`config.mk`:
```
export PLATFORM = sky130hd
export DESIGN_NAME = branch_unit_flat
export DESIGN_NICKNAME = d
export VERILOG_FILES = /design/src/rtl/branch_pkg.sv /design/src/rtl/branch_unit_if.sv /design/src/rtl/branch_cmp.sv /design/src/rtl/branch_unit.sv /design/src/flat_wrapper.sv
export SDC_FILE = /design/constraint.sdc
export NUM_CORES = 1
export LEC_CHECK = 0
export CAP_MARGIN = 20
export CORE_MARGIN = 5
export CORE_UTILIZATION = 35
export CTS_CLUSTER_SIZE = 10
export DETAILED_ROUTE_END_ITERATION = 6
export PLACE_DENSITY_LB_ADDON = 0.1
export SETUP_SLACK_MARGIN = 0.2
export SYNTH_ARGS = -nofsm -noshare
export SYNTH_HDL_FRONTEND = slang
export SYNTH_SLANG_ARGS = --single-unit
```
`constraint.sdc`:
```
create_clock -name CLK -period 14.5 [get_ports CLK]
set_clock_uncertainty 0.2 [all_clocks]
set_input_delay 2.9 -clock CLK [delete_from_list [all_inputs] [get_ports CLK]]
set_output_delay 2.9 -clock CLK [all_outputs]
set_load 0.03 [all_outputs]
```
`src/rtl/branch_pkg.sv`:
```
// Shared definitions for the branch unit: opcodes, funct3 codes, FSM states
// and immediate extraction helpers.
package branch_pkg;

   localparam logic [6:0] OPC_JAL    = 7'b1101111;
   localparam logic [6:0] OPC_JALR   = 7'b1100111;
   localparam logic [6:0] OPC_BRANCH = 7'b1100011;

   // BRANCH conditions; 010 and 011 are unassigned and decode as illegal.
   typedef enum logic [2:0] {
      F3_EQ  = 3'b000,
      F3_NE  = 3'b001,
      F3_LT  = 3'b100,
      F3_GE  = 3'b101,
      F3_LTU = 3'b110,
      F3_GEU = 3'b111
   } funct3_e;

   typedef enum logic {
      S_IDLE    = 1'b0,
      S_RESOLVE = 1'b1
   } state_e;

   function automatic logic is_cf(input logic [6:0] opc);
      return (opc == OPC_JAL) || (opc == OPC_JALR) || (opc == OPC_BRANCH);
   endfunction

   function automatic logic [31:0] imm_b(input logic [31:0] i);
      return {{20{i[31]}}, i[7], i[30:25], i[11:8], 1'b0};
   endfunction

   function automatic logic [31:0] imm_j(input logic [31:0] i);
      return {{12{i[31]}}, i[19:12], i[20], i[30:21], 1'b0};
   endfunction

   function automatic logic [31:0] imm_i(input logic [31:0] i);
      return {{21{i[31]}}, i[30:20]};
   endfunction

endpackage

```
`src/rtl/branch_unit_if.sv`:
```
// Bus between the pc/fetch side (master) and the branch unit (slave).
// Protocol: there is no valid/ready pair. A control-flow opcode on INSTR in
// IDLE is the request and is always accepted; the unit answers in the next
// cycle (RESOLVE) while the pc stalls and re-presents the same instruction,
// which the unit ignores and flags dead with KILL.
interface branch_unit_if
   import branch_pkg::*;
#(
   parameter int CW = 32
);
   logic [31:0]   INSTR;
   logic [31:0]   IP;
   logic [31:0]   RS1_DATA;
   logic [31:0]   RS2_DATA;
   logic [6:0]    OP;
   logic [31:0]   up_amt;
   logic          b_taken;
   logic          LINK_WE;
   logic [4:0]    LINK_RD;
   logic [31:0]   LINK_DATA;
   logic          KILL;
   logic          MISALIGN;
   logic          ILLEGAL;
   logic [CW-1:0] BR_CNT;
   logic [CW-1:0] TAKEN_CNT;
   state_e        STATE_DBG;

   modport master (
      output INSTR, IP, RS1_DATA, RS2_DATA,
      input  OP, up_amt, b_taken, LINK_WE, LINK_RD, LINK_DATA,
      input  KILL, MISALIGN, ILLEGAL, BR_CNT, TAKEN_CNT, STATE_DBG
   );

   modport slave (
      input  INSTR, IP, RS1_DATA, RS2_DATA,
      output OP, up_amt, b_taken, LINK_WE, LINK_RD, LINK_DATA,
      output KILL, MISALIGN, ILLEGAL, BR_CNT, TAKEN_CNT, STATE_DBG
   );
endinterface

```
`src/rtl/branch_cmp.sv`:
```
// Combinational BRANCH condition evaluator.
module branch_cmp
   import branch_pkg::*;
(
   input  logic [2:0]  funct3_i,
   input  logic [31:0] a_i,
   input  logic [31:0] b_i,
   output logic        taken_o,
   output logic        illegal_o
);

   // Evaluate the condition selected by funct3; unassigned codes never take.
   always_comb begin
      taken_o   = 1'b0;
      illegal_o = 1'b0;
      case (funct3_i)
         F3_EQ:   taken_o = (a_i == b_i);
         F3_NE:   taken_o = (a_i != b_i);
         F3_LT:   taken_o = ($signed(a_i) <  $signed(b_i));
         F3_GE:   taken_o = ($signed(a_i) >= $signed(b_i));
         F3_LTU:  taken_o = (a_i <  b_i);
         F3_GEU:  taken_o = (a_i >= b_i);
         default: illegal_o = 1'b1;
      endcase
   end

endmodule

```
`src/rtl/branch_unit.sv`:
```
// Decode-stage control-flow resolver: accepts JAL/JALR/BRANCH in IDLE,
// resolves from latched operands in the following RESOLVE cycle.
module branch_unit
   import branch_pkg::*;
#(
   parameter int CW = 32
)(
   input  logic         CLK,
   input  logic         RESET_N,
   branch_unit_if.slave bus
);

   state_e        state_q, state_d;
   logic [31:0]   ip_q, instr_q, rs1_q, rs2_q;
   logic [CW-1:0] br_cnt_q, br_cnt_d, taken_cnt_q, taken_cnt_d;

   logic          resolving;
   logic          accept;
   logic [6:0]    opc_q;
   logic [4:0]    rd_q;
   logic          cmp_taken, cmp_illegal;
   logic          res_taken, res_link, res_illegal;
   logic [31:0]   res_off;
   logic [31:0]   jalr_tgt;
   logic [31:0]   target;

   assign resolving = (state_q == S_RESOLVE);
   assign accept    = (state_q == S_IDLE) && is_cf(bus.INSTR[6:0]);
   assign opc_q     = instr_q[6:0];
   assign rd_q      = instr_q[11:7];

   // State, operand latches and statistics; reset drops any pending resolution.
   always_ff @(posedge CLK) begin
      if (!RESET_N) begin
         state_q     <= S_IDLE;
         ip_q        <= '0;
         instr_q     <= '0;
         rs1_q       <= '0;
         rs2_q       <= '0;
         br_cnt_q    <= '0;
         taken_cnt_q <= '0;
      end else begin
         state_q     <= state_d;
         br_cnt_q    <= br_cnt_d;
         taken_cnt_q <= taken_cnt_d;
         if (accept) begin
            ip_q    <= bus.IP;
            instr_q <= bus.INSTR;
            rs1_q   <= bus.RS1_DATA;
            rs2_q   <= bus.RS2_DATA;
         end
      end
   end

   // Next state: RESOLVE lasts exactly one cycle.
   always_comb begin
      state_d = state_q;
      case (state_q)
         S_IDLE:    if (accept) state_d = S_RESOLVE;
         S_RESOLVE: state_d = S_IDLE;
         default:   state_d = S_IDLE;
      endcase
   end

   branch_cmp u_cmp (
      .funct3_i  (instr_q[14:12]),
      .a_i       (rs1_q),
      .b_i       (rs2_q),
      .taken_o   (cmp_taken),
      .illegal_o (cmp_illegal)
   );

   // JALR clears bit 0 of the absolute target, then re-expresses it as an offset.
   assign jalr_tgt = (rs1_q + imm_i(instr_q)) & ~32'd1;

   // Resolution of the latched instruction: direction, offset, link request.
   always_comb begin
      res_taken   = 1'b0;
      res_link    = 1'b0;
      res_illegal = 1'b0;
      res_off     = '0;
      case (opc_q)
         OPC_BRANCH: begin
            res_illegal = cmp_illegal;
            if (cmp_taken) begin
               res_taken = 1'b1;
               res_off   = imm_b(instr_q);
            end
         end
         OPC_JAL: begin
            res_taken = 1'b1;
            res_link  = 1'b1;
            res_off   = imm_j(instr_q);
         end
         OPC_JALR: begin
            res_taken = 1'b1;
            res_link  = 1'b1;
            res_off   = jalr_tgt - ip_q;
         end
         default: ;
      endcase
   end

   assign target = ip_q + res_off;

   // Counters advance on the RESOLVE->IDLE edge only.
   always_comb begin
      br_cnt_d    = br_cnt_q;
      taken_cnt_d = taken_cnt_q;
      if (resolving) begin
         br_cnt_d = br_cnt_q + CW'(1);
         if (res_taken) taken_cnt_d = taken_cnt_q + CW'(1);
      end
   end

   assign bus.OP        = resolving ? 7'b0 : bus.INSTR[6:0];
   assign bus.b_taken   = resolving & res_taken;
   assign bus.up_amt    = resolving ? res_off : 32'd0;
   assign bus.LINK_WE   = resolving & res_link & (rd_q != 5'd0);
   assign bus.LINK_RD   = (resolving & res_link) ? rd_q : 5'd0;
   assign bus.LINK_DATA = (resolving & res_link) ? (ip_q + 32'd4) : 32'd0;
   assign bus.KILL      = resolving;
   assign bus.MISALIGN  = resolving & res_taken & target[1];
   assign bus.ILLEGAL   = resolving & res_illegal;
   assign bus.BR_CNT    = br_cnt_q;
   assign bus.TAKEN_CNT = taken_cnt_q;
   assign bus.STATE_DBG = state_q;

endmodule

```
`src/flat_wrapper.sv`:
```
// flat-port wrapper written by rule: the top's interface ports become plain ports
module branch_unit_flat import branch_pkg::*;
#(
   parameter int CW = 32
)
  (CLK, RESET_N, bus_INSTR, bus_IP, bus_RS1_DATA, bus_RS2_DATA, bus_OP, bus_up_amt, bus_b_taken, bus_LINK_WE, bus_LINK_RD, bus_LINK_DATA, bus_KILL, bus_MISALIGN, bus_ILLEGAL, bus_BR_CNT, bus_TAKEN_CNT, bus_STATE_DBG);
  branch_unit_if #(.CW(CW)) bus_i ();
  input  logic CLK;
  input  logic RESET_N;
  input wire logic [$bits(bus_i.INSTR)-1:0] bus_INSTR;
  input wire logic [$bits(bus_i.IP)-1:0] bus_IP;
  input wire logic [$bits(bus_i.RS1_DATA)-1:0] bus_RS1_DATA;
  input wire logic [$bits(bus_i.RS2_DATA)-1:0] bus_RS2_DATA;
  output wire logic [$bits(bus_i.OP)-1:0] bus_OP;
  output wire logic [$bits(bus_i.up_amt)-1:0] bus_up_amt;
  output wire logic [$bits(bus_i.b_taken)-1:0] bus_b_taken;
  output wire logic [$bits(bus_i.LINK_WE)-1:0] bus_LINK_WE;
  output wire logic [$bits(bus_i.LINK_RD)-1:0] bus_LINK_RD;
  output wire logic [$bits(bus_i.LINK_DATA)-1:0] bus_LINK_DATA;
  output wire logic [$bits(bus_i.KILL)-1:0] bus_KILL;
  output wire logic [$bits(bus_i.MISALIGN)-1:0] bus_MISALIGN;
  output wire logic [$bits(bus_i.ILLEGAL)-1:0] bus_ILLEGAL;
  output wire logic [$bits(bus_i.BR_CNT)-1:0] bus_BR_CNT;
  output wire logic [$bits(bus_i.TAKEN_CNT)-1:0] bus_TAKEN_CNT;
  output wire logic [$bits(bus_i.STATE_DBG)-1:0] bus_STATE_DBG;
  assign bus_i.INSTR = bus_INSTR;
  assign bus_i.IP = bus_IP;
  assign bus_i.RS1_DATA = bus_RS1_DATA;
  assign bus_i.RS2_DATA = bus_RS2_DATA;
  assign bus_OP = bus_i.OP;
  assign bus_up_amt = bus_i.up_amt;
  assign bus_b_taken = bus_i.b_taken;
  assign bus_LINK_WE = bus_i.LINK_WE;
  assign bus_LINK_RD = bus_i.LINK_RD;
  assign bus_LINK_DATA = bus_i.LINK_DATA;
  assign bus_KILL = bus_i.KILL;
  assign bus_MISALIGN = bus_i.MISALIGN;
  assign bus_ILLEGAL = bus_i.ILLEGAL;
  assign bus_BR_CNT = bus_i.BR_CNT;
  assign bus_TAKEN_CNT = bus_i.TAKEN_CNT;
  assign bus_STATE_DBG = bus_i.STATE_DBG;
  branch_unit #(.CW(CW)) u_core (.CLK(CLK), .RESET_N(RESET_N), .bus(bus_i));
endmodule
```
; Yosys cells after proc, flatten, opt, wreduce, memory -nomap -nowiden
; Cells that the tools add are included.
; W data, S select, Z words.
[word_totals]
ramBits = 0
wordCells = 58
latchBits = 0
memories = 0
reg_bits = 193
romBits = 0
out_inout_bits = 146
[classes]
magnitude_cmp = 4
addsub = 6
n_mul = 0
bitwise = 6
shifts = 0
n_mux = 14
reduce_logical = 8
eq_ne = 13
div = 0
[op_table]
columns = cell, n
row1 = $mux W32, 3
row2 = $pmux W32 S3, 1
row3 = $add A32 B1 Y32 const B, 2
row4 = $ge A32 B32 Y1, 2
row5 = $lt A32 B32 Y1, 2
row6 = $eq A7 B7 Y1 const B, 6
row7 = $add A32 B3 Y32 const B, 1
row8 = $add A32 B32 Y32, 1
row9 = $eq A32 B32 Y1, 1
row10 = $ne A32 B32 Y1, 1
row11 = $sub A32 B32 Y32, 1
row12 = $eq A3 B3 Y1 const B, 4
row13 = $mux W7, 1
row14 = $pmux W1 S6, 1
row15 = $reduce_or A6 Y1, 1
row16 = $and A1 B1 Y1, 5
row17 = $mux W1, 5
row18 = $mux W5, 1
row19 = $reduce_bool A5 Y1, 1
row20 = $pmux W1 S2, 2
row21 = $eq A3 B1 Y1 const B, 1
row22 = $logic_not A3 Y1, 1
row23 = $add A2 B2 Y2, 1
row24 = $logic_or A1 B1 Y1, 2
row25 = other kinds (4), 4

; Depth between registers and ports, before layout
[logic_depth]
depth_word = 6
mapped_depth = 24

; Hierarchy
; From an unflattened synthesis, not the netlist that was laid out.
[hier_totals]
hier_cells = 1644
area_unflattened_um2 = 12806.0
[modules_own_cells]
columns = mod, cells_each, n_inst, seq_area_each_um2, area_each_um2
row1 = branch_unit, 1515, 1, 3863.7, 11876.4
row2 = branch_cmp, 129, 1, 0.0, 929.6

; Least setup slack after synthesis
; No wires, ideal clock.
[synth_timing]
path_kind = flip-flop to output port
startpoint = register u_core.instr_q[31]
endpoint = output bus_up_amt[30]
n_path_buf = 0
required_ns = 11.400
setup_slack_ns = 5.912
arrival_time_ns = 5.488
path_stages_with_launch = 24
cell_sequence = dfxtp_1 ha_1 a21o_1 a21oi_1 nor2_1 a221oi_1 a21boi_0 o21a_1 o21ai_0 and2_1 nor3_1 a311o_1 ha_1 a21o_1 a21o_1 a21o_1 a21o_1 a21oi_1 nor2_1 a211oi_1 o21ai_0 a31oi_1 xor2_1 o21ai_0
[synth_via]
elab_chain_len = 4
[synth_rtl]
columns = element, line
row1 = from (decl), branch_unit.sv:14  ; logic [31:0] ip_q, instr_q, rs1_q, rs2_q;
row2 = from (signal assigned), branch_unit.sv:48  ; instr_q <= bus.INSTR;
row3 = $add A32 B32 Y32, branch_unit.sv:74  ; assign jalr_tgt = (rs1_q + imm_i(instr_q)) & ~32'd1;
row4 = $sub A32 B32 Y32, branch_unit.sv:98  ; res_off = jalr_tgt - ip_q;
row5 = $pmux W32 S3 *, branch_unit.sv:82  ; case (opc_q)
row6 = $mux W32 *, branch_unit.sv:118  ; assign bus.up_amt = resolving ? res_off : 32'd0;
row7 = to (decl), flat_wrapper.sv:15  ; output wire logic [$bits(bus_i.up_amt)-1:0] bus_up_amt;
; Mark *: on every way between the ends. The rest lies on a longest branch, timed or not.

; Worst setup path after layout
; Same ends and word-level chain as after synthesis.

==> flow_metrics.env <==
export IMPL_io_buffers=275
export IMPL_critPathKind="reg2out"
export IMPL_ys_flop_type="dfxtp_1"
export IMPL_clockPowerShare_pct=41.5
export IMPL_insertion_delay_ns=0.45
export IMPL_worst_pin_slew_ns=1.02
export IMPL_power_leakage_nw=6.07
export IMPL_cp_data_arrival_time_ns=7.08
export IMPL_rsz0062_at_grt="false"
export IMPL_initial_core_util_pct=35.3
export IMPL_first_pass_iters=5
export IMPL_final_layout_size_suffix_gt1_share_pct=3.00
export IMPL_crit_path_max_incr_delay_ns=0.96
export IMPL_fp_dieH_um=199
export IMPL_drc=0
export IMPL_setup_viol=0
export IMPL_pwr_share_comb_pct=14.1
export IMPL_slew_headroom_pct=31.5
export IMPL_grt_pass1_vias=12100
export IMPL_cp_startpoint="u_core.instr_q[31]"
export IMPL_syn_to_final_growth_pct=30.2
export IMPL_max_freq_mhz=98.2
export IMPL_cts_tree="built"
export IMPL_worstSetupEndpointType="output port"
export IMPL_tns_ns=0
export IMPL_switching_share_pct=27.0
export IMPL_yosysSeqAreaShare_pct=31.0
export IMPL_finalCriticalPeriod_ns=10.18
export IMPL_core_area_mm2=0.0353
export IMPL_synthCells=1694
export IMPL_antenna_found_initial=3
export IMPL_async_flop_share_pct=0
export IMPL_crit_fanout=24
export IMPL_r2r_start="u_core.rs2_q[9]"
export IMPL_dieArea_mm2=0.0394
export IMPL_power_density_mw_per_mm2=74.6
export IMPL_worst_path_buf_inv=1
export IMPL_post_route_util_pct=45.9
export IMPL_max_cap_viol_count=0
export IMPL_nNetsFinal=2148
export IMPL_finalHoldViolCount=0
export IMPL_p_int_mw=0.883
export IMPL_finalCritPeriodShare_pct=70.2
export IMPL_grt_first_pass_wirelength_mm=64.6
export IMPL_ioPinCount=276
export IMPL_place_area_mm2=0.0156
export IMPL_final_max_slew_viol_count=0
export IMPL_grt_use_total_pct=20.6
export IMPL_status="complete, no violations"
export IMPL_rows=69
export IMPL_cts_sinks=193
export IMPL_gp_congestion=0.882
export IMPL_cts_resized=0
export IMPL_finalWirelength_mm=41.0
export IMPL_grt_ovfl_total=0
export IMPL_synth_distinct_cells=60
export IMPL_p_seq_share_pct=44.4
export IMPL_ir_drop_v=0.0000850
export IMPL_root_buffer="clkbuf_16"
export IMPL_synthesis_nets=1921
export IMPL_die_w_um=199
export IMPL_final_area_mm2=0.0162
export IMPL_netlist_area_mm2=0.0125
export IMPL_cts_inserted_buffers=17
export IMPL_syn_area_per_cell_um2=7.35
export IMPL_via_per_inst=5.10
export IMPL_ys_warn_count=0
export IMPL_crit_family="compound AO/OA/AOI/OAI gates"
export IMPL_holdBufCountCts=0
export IMPL_cp_required_ns=11.40
export IMPL_cts_htree_levels=4
export IMPL_num_vias=12200
export IMPL_grt_max_degree=104
export IMPL_hp_start="u_core.rs2_q[26]"
export IMPL_synth_edf_count=0
export IMPL_postCtsSetupBuffers=0
export IMPL_power_switching_mw=0.326
export IMPL_worstHoldPathType="reg2reg"
export IMPL_slowest_stage="dfxtp_1"
export IMPL_drt_initial_drc_count=624
export IMPL_cts_buffer_depth=2
export IMPL_synth_seq_cells=193
export IMPL_worstPathCellList="ha_1, a21o_1, a21oi_1, nor2_1, a221oi_1, a21boi_0, o21a_1, o21ai_0, and2_1, nor3_1, a311o_1, ha_1, a21o_1, a21o_1, a21o_1, a21o_1, a21oi_1, nor2_1, a211oi_1, o21ai_0, a31oi_1, xor2_1, o21ai_0, clkdlybuf4s50_1"
export IMPL_hpwl_mm=31.3
export IMPL_cts_clk_slew_worst_paths_ns=0.08
export IMPL_cp_common_cell="a21o_1"
export IMPL_wire_per_inst_um=17.1
export IMPL_antenna_left=0
export IMPL_crit_path_start_kind="flip-flop"
[state kept, by name, summed over array words and instances (netlist names)]
signal and cells:
u_core.rs2_q 32, u_core.bus.KILL 1, u_core.instr_q 32, u_core.bus.BR_CNT 32, u_core.bus.TAKEN_CNT 32, u_core.rs1_q 32, u_core.ip_q 32
[cell usage after synthesis (all sizes together) (6+ instances only)]
master,count,area share (%)
a211oi,7,0.42
and2,7,0.35
a21oi,200,8.0
ha,95,9.5
nand4,26,1.3
nor4,9,0.45
nand3,44,1.8
dfxtp,193,31
nand2b,24,1.2
xor2,50,3.5
a21o,49,3.0
o21ai,55,2.2
or2,6,0.30
nor2,144,4.3
and3,29,1.5
buf,7,0.30
clkbuf,69,2.1
mux2i,10,0.80
or3,14,0.78
inv,84,2.5
a22oi,11,0.66
o21a,13,0.84
nor2b,19,0.95
nor3,36,1.4
nand2,351,11
xnor2,76,5.3
[routing by layer]
| metal | track usage, % | routed length [µm] | up-vias |
|---|---|---|---|
| met5 | 0 | 27 | - |
| met4 | 5.40 | 818 | 4 |
| met3 | 5.61 | 2430 | 37 |
| met2 | 34.0 | 19200 | 257 |
| met1 | 26.7 | 18500 | 5674 |
| li1 | - | - | 6236 |
[logic make-up after synthesis]
kind of cell,synth area share [%]
and+or+nand+nor,25.7
DFF,31.0
AOI/OAI and AO/OA,18.5
xor gates and xnor gates,8.86
muxes,1.14
buffers and inverters,4.91
adders and majority gates,9.87
[layout make-up]
cell class	count	area, µm²
Fill cell	3612	19100
Multi-Input combinational cell	1341	8000
Sequential cell	193	3860
Timing Repair Buffer	284	2840
Tap cell	461	577
Clock buffer	18	439
Inverter	84	320
Clock inverter	14	174
Antenna cell	1	2.50
[layout by cell type (no fill, tap or decap), types with 4 or more instances in the layout]
cell	n
o21bai_1	5
a211oi_1	7
a21o_1	49
o21ai_0	53
dfxtp_1	193
inv_1	83
nor2_1	144
nor2b_1	19
buf_4	8
mux2i_1	10
o31a_1	4
o21a_1	12
a311oi_1	5
o311ai_0	4
ha_1	95
and2_1	7
xnor2_1	76
and4_1	4
nor4_1	9
or2_2	6
and3_1	28
nand3_1	43
nand2_1	351
xor2_1	50
a21oi_1	200
nand2b_1	24
clkbuf_16	17
nand4_1	26
clkdlybuf4s50_1	275
or3_1	12
nor3_1	36
a22oi_1	11
[metrics by stage]
stage,cells,power (mW),hold WS (ns),worst slack [ns]
after global placement,2362,0.717,0.241,5.06
after floorplan,1694,0.650,0.232,5.91
after detailed placement,2362,0.718,0.246,4.84
after global routing,2396,1.27,0.279,3.81
after CTS,2394,1.23,0.258,4.31
final,2396,1.21,0.255,4.32
[power groups by stage]
stage	clock network (mW)	registers (mW)	logic, mW
6_report	0.502	0.537	0.171
5_1_grt	0.542	0.538	0.187
4_1_cts	0.519	0.537	0.170
3_5_place_dp	0	0.550	0.168
3_3_place_gp	0	0.549	0.168
2_1_floorplan	0	0.548	0.102
[worst min-delay path, cell delays in order (launching register included)]
cell     delay (ns)
dfxtp_1        0.31
nand2_1        0.05
a21oi_1        0.05
[worst paths after layout]
kind,endpoint,slack [ns],cells after the start
setup / recovery,bus_up_amt[30],4.32,24
hold / removal,u_core.rs2_q[26],0.26,2
setup reg to reg,u_core.bus.TAKEN_CNT[1],10.34,13
hold reg to reg,u_core.rs2_q[26],0.26,2
No activity file was read; power rests on OpenSTA's default activity.
